===== src/rtl/usb_consts_pkg.sv =====
// usb_consts_pkg: USB packet identifier and PID-type encodings shared by the protocol engines
package usb_consts_pkg;

    typedef enum logic [1:0] {
        UsbPidTypeSpecial   = 2'b00,
        UsbPidTypeToken     = 2'b01,
        UsbPidTypeHandshake = 2'b10,
        UsbPidTypeData      = 2'b11
    } usb_pid_type_e;

    typedef enum logic [3:0] {
        UsbPidOut   = 4'b0001,
        UsbPidIn    = 4'b1001,
        UsbPidSof   = 4'b0101,
        UsbPidSetup = 4'b1101,
        UsbPidData0 = 4'b0011,
        UsbPidData1 = 4'b1011,
        UsbPidAck   = 4'b0010,
        UsbPidNak   = 4'b1010,
        UsbPidStall = 4'b1110
    } usb_pid_e;

endpackage


===== src/rtl/usb_fs_nb_out_pe.sv =====
// usb_fs_nb_out_pe: device-side full-speed OUT/SETUP protocol engine streaming payload to the endpoint buffers
module usb_fs_nb_out_pe
    import usb_consts_pkg::*;
#(
    parameter int unsigned NumOutEps         = 12,
    parameter int unsigned MaxOutPktSizeByte = 64,
    parameter int unsigned DataStartTimeout  = 73,
    localparam int unsigned OutEpW   = $clog2(NumOutEps),
    localparam int unsigned PktW     = $clog2(MaxOutPktSizeByte),
    localparam int unsigned TimeoutW = $clog2(DataStartTimeout)
) (
    input  logic                 clk_48mhz_i,
    input  logic                 rst_ni,
    input  logic                 link_reset_i,
    input  logic                 link_active_i,
    input  logic [6:0]           dev_addr_i,
    input  logic                 rx_pkt_start_i,
    input  logic                 rx_pkt_end_i,
    input  logic                 rx_pkt_valid_i,
    input  logic [3:0]           rx_pid_i,
    input  logic [6:0]           rx_addr_i,
    input  logic [3:0]           rx_endp_i,
    input  logic                 rx_data_put_i,
    input  logic [7:0]           rx_data_i,
    output logic                 tx_pkt_start_o,
    output logic [3:0]           tx_pid_o,
    input  logic                 tx_pkt_end_i,
    output logic [3:0]           out_ep_current_o,
    output logic                 out_ep_newpkt_o,
    output logic                 out_ep_setup_o,
    output logic                 out_ep_data_put_o,
    output logic [PktW-1:0]      out_ep_put_addr_o,
    output logic [7:0]           out_ep_data_o,
    output logic                 out_ep_acked_o,
    output logic                 out_ep_rollback_o,
    input  logic [NumOutEps-1:0] out_ep_enabled_i,
    input  logic [NumOutEps-1:0] out_ep_control_i,
    input  logic [NumOutEps-1:0] out_ep_full_i,
    input  logic [NumOutEps-1:0] out_ep_stall_i,
    input  logic [NumOutEps-1:0] out_ep_iso_i,
    output logic [NumOutEps-1:0] out_data_toggle_o,
    input  logic                 out_datatog_we_i,
    input  logic [NumOutEps-1:0] out_datatog_status_i,
    input  logic [NumOutEps-1:0] out_datatog_mask_i,
    output logic                 event_nak_out_o,
    output logic                 event_drop_out_o
);

    typedef enum logic [1:0] {
        StIdle,
        StRcvdOut,
        StRcvdDataStart,
        StRcvdDataEnd
    } state_e;

    state_e state_q, state_d;

    logic [TimeoutW-1:0]  timeout_q;
    logic [PktW:0]        byte_cnt_q;
    logic                 too_long_q;
    logic                 pkt_valid_q;
    logic [3:0]           pid_q;
    logic [NumOutEps-1:0] tog_hw, tog_d;
    logic [3:0]           cur_d;
    logic                 setup_d, newpkt_d;
    logic                 tx_start, ack_d, rb_d, nak_d, drop_d;
    logic [3:0]           tx_pid;
    logic                 unused_tx_pkt_end;

    // The handshake is fire-and-forget, so its completion strobe carries no information here.
    assign unused_tx_pkt_end = tx_pkt_end_i;

    logic [OutEpW-1:0] ep_idx, cur_idx;
    logic              ep_active, token_ok, out_tok, setup_tok, data_pid_ok;

    assign ep_idx      = rx_endp_i[OutEpW-1:0];
    assign cur_idx     = out_ep_current_o[OutEpW-1:0];
    assign ep_active   = (32'(rx_endp_i) < NumOutEps) && out_ep_enabled_i[ep_idx];
    assign token_ok    = rx_pkt_end_i && rx_pkt_valid_i && (rx_pid_i[1:0] == UsbPidTypeToken) &&
                         (rx_addr_i == dev_addr_i) && ep_active;
    assign out_tok     = token_ok && (rx_pid_i == UsbPidOut);
    assign setup_tok   = token_ok && (rx_pid_i == UsbPidSetup) && out_ep_control_i[ep_idx];
    assign data_pid_ok = (pid_q == UsbPidData0) || (pid_q == UsbPidData1);

    assign tx_pkt_start_o = tx_start;
    assign tx_pid_o       = tx_pid;

    // Next state, handshake choice and hardware toggle update for the current transaction.
    always_comb begin
        state_d  = state_q;
        cur_d    = out_ep_current_o;
        setup_d  = out_ep_setup_o;
        newpkt_d = 1'b0;
        tx_start = 1'b0;
        tx_pid   = 4'b0000;
        ack_d    = 1'b0;
        rb_d     = 1'b0;
        nak_d    = 1'b0;
        drop_d   = 1'b0;
        tog_hw   = out_data_toggle_o;
        case (state_q)
            StIdle: begin
                if (out_tok || setup_tok) begin
                    state_d  = StRcvdOut;
                    cur_d    = rx_endp_i;
                    setup_d  = setup_tok;
                    newpkt_d = 1'b1;
                    if (setup_tok) tog_hw[ep_idx] = 1'b0;
                end
            end
            StRcvdOut: begin
                if (rx_pkt_start_i) begin
                    state_d = StRcvdDataStart;
                end else if (timeout_q == '0) begin
                    state_d = StIdle;
                    rb_d    = 1'b1;
                    drop_d  = 1'b1;
                end
            end
            StRcvdDataStart: begin
                if (rx_pkt_end_i) state_d = StRcvdDataEnd;
            end
            StRcvdDataEnd: begin
                state_d = StIdle;
                if (!pkt_valid_q || !data_pid_ok || too_long_q) begin
                    rb_d   = 1'b1;
                    drop_d = 1'b1;
                end else if (out_ep_iso_i[cur_idx]) begin
                    ack_d  = !out_ep_full_i[cur_idx];
                    rb_d   = out_ep_full_i[cur_idx];
                    drop_d = out_ep_full_i[cur_idx];
                end else if (out_ep_setup_o) begin
                    if (!out_ep_full_i[cur_idx]) begin
                        tx_start        = 1'b1;
                        tx_pid          = UsbPidAck;
                        ack_d           = 1'b1;
                        tog_hw[cur_idx] = 1'b1;
                    end else begin
                        rb_d   = 1'b1;
                        drop_d = 1'b1;
                    end
                end else if (out_ep_stall_i[cur_idx]) begin
                    tx_start = 1'b1;
                    tx_pid   = UsbPidStall;
                    rb_d     = 1'b1;
                end else if (out_ep_full_i[cur_idx]) begin
                    tx_start = 1'b1;
                    tx_pid   = UsbPidNak;
                    rb_d     = 1'b1;
                    nak_d    = 1'b1;
                end else if (pid_q[3] != out_data_toggle_o[cur_idx]) begin
                    tx_start = 1'b1;
                    tx_pid   = UsbPidAck;
                    rb_d     = 1'b1;
                end else begin
                    tx_start        = 1'b1;
                    tx_pid          = UsbPidAck;
                    ack_d           = 1'b1;
                    tog_hw[cur_idx] = !out_data_toggle_o[cur_idx];
                end
            end
            default: state_d = StIdle;
        endcase
        if (link_reset_i || !link_active_i) begin
            state_d  = StIdle;
            newpkt_d = 1'b0;
            tx_start = 1'b0;
            tx_pid   = 4'b0000;
            ack_d    = 1'b0;
            nak_d    = 1'b0;
            drop_d   = 1'b0;
            rb_d     = (state_q != StIdle);
            if (link_reset_i) tog_hw = '0;
        end
        tog_d = out_datatog_we_i ? ((tog_hw & ~out_datatog_mask_i) | (out_datatog_status_i & out_datatog_mask_i))
                                 : tog_hw;
    end

    // State, transaction context, toggles and single-cycle event pulses.
    always_ff @(posedge clk_48mhz_i or negedge rst_ni) begin
        if (!rst_ni) begin
            state_q           <= StIdle;
            out_ep_current_o  <= '0;
            out_ep_setup_o    <= 1'b0;
            out_ep_newpkt_o   <= 1'b0;
            out_data_toggle_o <= '0;
            out_ep_acked_o    <= 1'b0;
            out_ep_rollback_o <= 1'b0;
            event_nak_out_o   <= 1'b0;
            event_drop_out_o  <= 1'b0;
        end else begin
            state_q           <= state_d;
            out_ep_current_o  <= cur_d;
            out_ep_setup_o    <= setup_d;
            out_ep_newpkt_o   <= newpkt_d;
            out_data_toggle_o <= tog_d;
            out_ep_acked_o    <= ack_d;
            out_ep_rollback_o <= rb_d;
            event_nak_out_o   <= nak_d;
            event_drop_out_o  <= drop_d;
        end
    end

    // Data-start timeout, payload byte forwarding and received-packet status capture.
    always_ff @(posedge clk_48mhz_i or negedge rst_ni) begin
        if (!rst_ni) begin
            timeout_q         <= TimeoutW'(DataStartTimeout);
            byte_cnt_q        <= '0;
            too_long_q        <= 1'b0;
            pkt_valid_q       <= 1'b0;
            pid_q             <= 4'b0000;
            out_ep_data_put_o <= 1'b0;
            out_ep_put_addr_o <= '0;
            out_ep_data_o     <= '0;
        end else begin
            timeout_q         <= (state_q == StRcvdOut) ? timeout_q - TimeoutW'(1) : TimeoutW'(DataStartTimeout);
            out_ep_data_put_o <= 1'b0;
            if (state_q == StIdle) begin
                byte_cnt_q        <= '0;
                too_long_q        <= 1'b0;
                out_ep_put_addr_o <= '0;
            end
            if (state_q == StRcvdDataStart && rx_data_put_i) begin
                if (byte_cnt_q[PktW]) begin
                    too_long_q <= 1'b1;
                end else begin
                    out_ep_data_put_o <= 1'b1;
                    out_ep_put_addr_o <= byte_cnt_q[PktW-1:0];
                    out_ep_data_o     <= rx_data_i;
                    byte_cnt_q        <= byte_cnt_q + (PktW+1)'(1);
                end
            end
            if (state_q == StRcvdDataStart && rx_pkt_end_i) begin
                pkt_valid_q <= rx_pkt_valid_i;
                pid_q       <= rx_pid_i;
            end
        end
    end

endmodule


===== config.mk =====
export PLATFORM = sky130hd
export DESIGN_NAME = usb_fs_nb_out_pe
export DESIGN_NICKNAME = d
export VERILOG_FILES = /design/src/rtl/usb_consts_pkg.sv /design/src/rtl/usb_fs_nb_out_pe.sv
export SDC_FILE = /design/constraint.sdc
export NUM_CORES = 1
export LEC_CHECK = 0
export CORE_ASPECT_RATIO = 1.75
export CORE_MARGIN = 5
export CORE_UTILIZATION = 27
export DETAILED_ROUTE_END_ITERATION = 12
export SKIP_LAST_GASP = 1
export SLEW_MARGIN = 20
export SYNTH_ARGS = -nofsm -noshare
export SYNTH_HDL_FRONTEND = slang
export SYNTH_SLANG_ARGS = --single-unit

===== constraint.sdc =====
create_clock -name clk_48mhz_i -period 5.7 [get_ports clk_48mhz_i]
set_clock_uncertainty 0.15 [all_clocks]
set_input_delay 1.14 -clock clk_48mhz_i [delete_from_list [all_inputs] [get_ports clk_48mhz_i]]
set_output_delay 1.14 -clock clk_48mhz_i [all_outputs]
set_load 0.02 [all_outputs]

==> impl_metrics.toml <==
[drt]
via_per_inst = 5.400
wl_met3_mm = 1.180
drc = 0
top_layer_used = "met4"
dr.pass1.iters = 5
post_drt_wl_per_cell_um = 20.73
num_vias = 4450
first_iter_violations = 185
totalWireLength_mm = 17.08
antenna_left = 0
drt-met1-wl_mm = 5.801
dr_wl_met2_mm = 9.027

[global_routing]
grt-ovfl-total = 0
antenna_found_initial = 0
grt_max_degree = 60
grt_pass1_wl_mm = 26.35
grt_pass1_vias = 4817
track_usage = 0.1823

[worst_setup_path]
required_ns = 4.41
cp-end-kind = "output pin"
critPathKind = "in -> out"
path_max_fanout = 4
worst_setup_path_start_kind = "input pin"
cp_data_arrival_time_ns = 3.60

[synth]
synth_edf_count = 0
yosys_most_used_dff = "dfrtp_1"
syn_inst = 479
syn_nets = 610
ys_types = 62
synth-seq-cells = 59
synthesis.area_sq_um = 4225
seq_area_frac_synth = 0.3503
syn_avg_cell_area_sq_um = 8.821
ys_warn_count = 0
async_flop_share = 1.000

[placement]
io_buffers = 163
place_area_sq_um = 5989
routabilityCongestion = 0.9335
dp_slack_ns = 0.8061
hpwl_mm = 13.61

[floorplan]
core_sq_um = 15390
die_width_um = 104.6
rows = 60
initial_core_util = 0.2746
io_pins = 166
die_h_um = 175.5
die-area_sq_um = 18350

[layout]
finalCoreUtilization = 0.4079
insertedDiodeCount = 0
syn2layout_area_growth_pct = 48.56
drive_gt1_frac = 0.08934
final_common_cell = "clkdlybuf4s50_1"
final_cell_mix = "161 x clkdlybuf4s50_1, 78 x nand2_1, 56 x dfrtp_1"
stdcell_area_sq_um = 6277
nets = 764

[cts]
cts_tree = "built"
root_buffer = "clkbuf_16"
post-cts-setup-buffer-count = 0
clock_path_buffers = 2
clk_latency_ns = 0.32
cts.sinks = 59
cts_resized = 0
cts.clk_slew.worst_paths_ns = 0.05
hold_buffers = 0
cts-htree-levels = 3
numCtsBuffers = 9

[timing]
max_slew_margin = 0.4487
setup_viol_count_final = 0
rsz0062_at_grt = "false"
worst_slew_pin_slew_ns = 0.8248
slew_viol_final = 0
setup_tns_ns = 0
min_period_ns = 4.885
hold_viol = 0
fmax_mhz = 204.7
fin_crit_sh = 0.8571
worst_slack_ns = 0.8147

[power_and_ir_drop]
ir_drop_mv = 0.1638
finalPower_w = 0.001131
cellPowerDensity_nw_per_um2 = 180.2
power_leakage_nw = 2.557

[min_path]
min_path_type = "reg -> reg"

[run_status]
status = "finished, final reports clean"

[run]
drv_cap = 0
## report_power, final
part / switching, W / leakage, nW / internal (W)
logic: 0.0000746 / 1.61 / 0.000108
registers: 0.00000471 / 0.799 / 0.000423
clock network: 0.000181 / 0.146 / 0.000341
## worst max-delay path, stage by stage
cell and delay, ns:
clkdlybuf4s50_1 0.40, mux4_1 0.51, nor2_1 0.16, nor4_1 0.08, nor2_1 0.30, nand4_1 0.21, a21oi_1 0.17, clkdlybuf4s50_1 0.62
## kinds of logic (layout without fill, tap and decap cells)
group | count (synthesis) | in the layout | synth area share
AND/OR/NAND/NOR | 222 | 222 | 0.2633
XOR/XNOR | 13 | 13 | 0.02695
buffers and inverters | 41 | 200 | 0.04738
other | 1 | 1 | 0.0008875
AO/OA/AOI/OAI | 105 | 105 | 0.1735
flip-flops | 59 | 59 | 0.3503
multiplexers | 31 | 31 | 0.1170
adder cells (fa/ha/maj) | 7 | 7 | 0.02073
## final timing paths
check / from / endpoint / slack [ns] / depth (start not counted)
setup / recovery: out_ep_iso_i[1] / tx_pid_o[3] / 0.81 / 8
hold / removal: timeout_q[0] / timeout_q[0] / 0.31 / 1
setup reg to reg: out_ep_current_o[0] / out_data_toggle_o[1] / 2.61 / 8
hold reg to reg: timeout_q[0] / timeout_q[0] / 0.31 / 1
max in group asynchronous: rst_ni / timeout_q[5] / 4.01 / 2
min in group asynchronous: rst_ni / out_ep_current_o[3] / 0.82 / 2
## synthesized netlist by cell type, types with 8 or more instances
master    count  area share
xor2_1        8       0.017
nor3_1        8      0.0095
mux4_2       10       0.053
nand2_1      78       0.069
nor2_1       32       0.028
mux2i_1      10       0.024
nor2b_1      12       0.018
nand3b_1      8       0.014
nand2b_1     10       0.015
and3_1       13       0.019
a31oi_1      26       0.038
o21ai_0      19       0.023
a21oi_1      16       0.019
dfrtp_1      56        0.33
nand3_1      29       0.034
clkbuf_1     15       0.013
inv_1        14       0.012
## routing by layer
layer  up-vias  track usage
met5         -            0
li1       2069            -
met2       211       0.3317
met3        59      0.04671
met1      2111       0.1811
met4         0       0.1145
## state kept, by name, summed over array words and instances (netlist names), 2 cells and up
name / cells
out_ep_put_addr_o: 6
out_data_toggle_o: 12
out_ep_data_o: 8
state_q: 2
pid_q: 4
out_ep_current_o: 4
byte_cnt_q: 7
timeout_q: 7
## area by class of cell
| type | instances | area [sq um] |
|---|---|---|
| clock buffers | 15 | 287.8 |
| repair buffers | 170 | 1674 |
| inverters | 14 | 52.55 |
| flip-flops and latches | 59 | 1480 |
| multi-input cells | 379 | 2545 |
| well taps | 186 | 232.7 |
| clock inverters | 1 | 5.005 |
| fillers | 1552 | 9112 |
## per-stage QoR
step / hold WS, ns / std cells
2_1_floorplan: 0.2863 / 479
3_3_place_gp: 0.2992 / 808
3_5_place_dp: 0.3028 / 808
4_1_cts: 0.3156 / 824
5_1_grt: 0.3333 / 824
6_report: 0.3135 / 824
No activity file was read; power rests on OpenSTA's default activity.
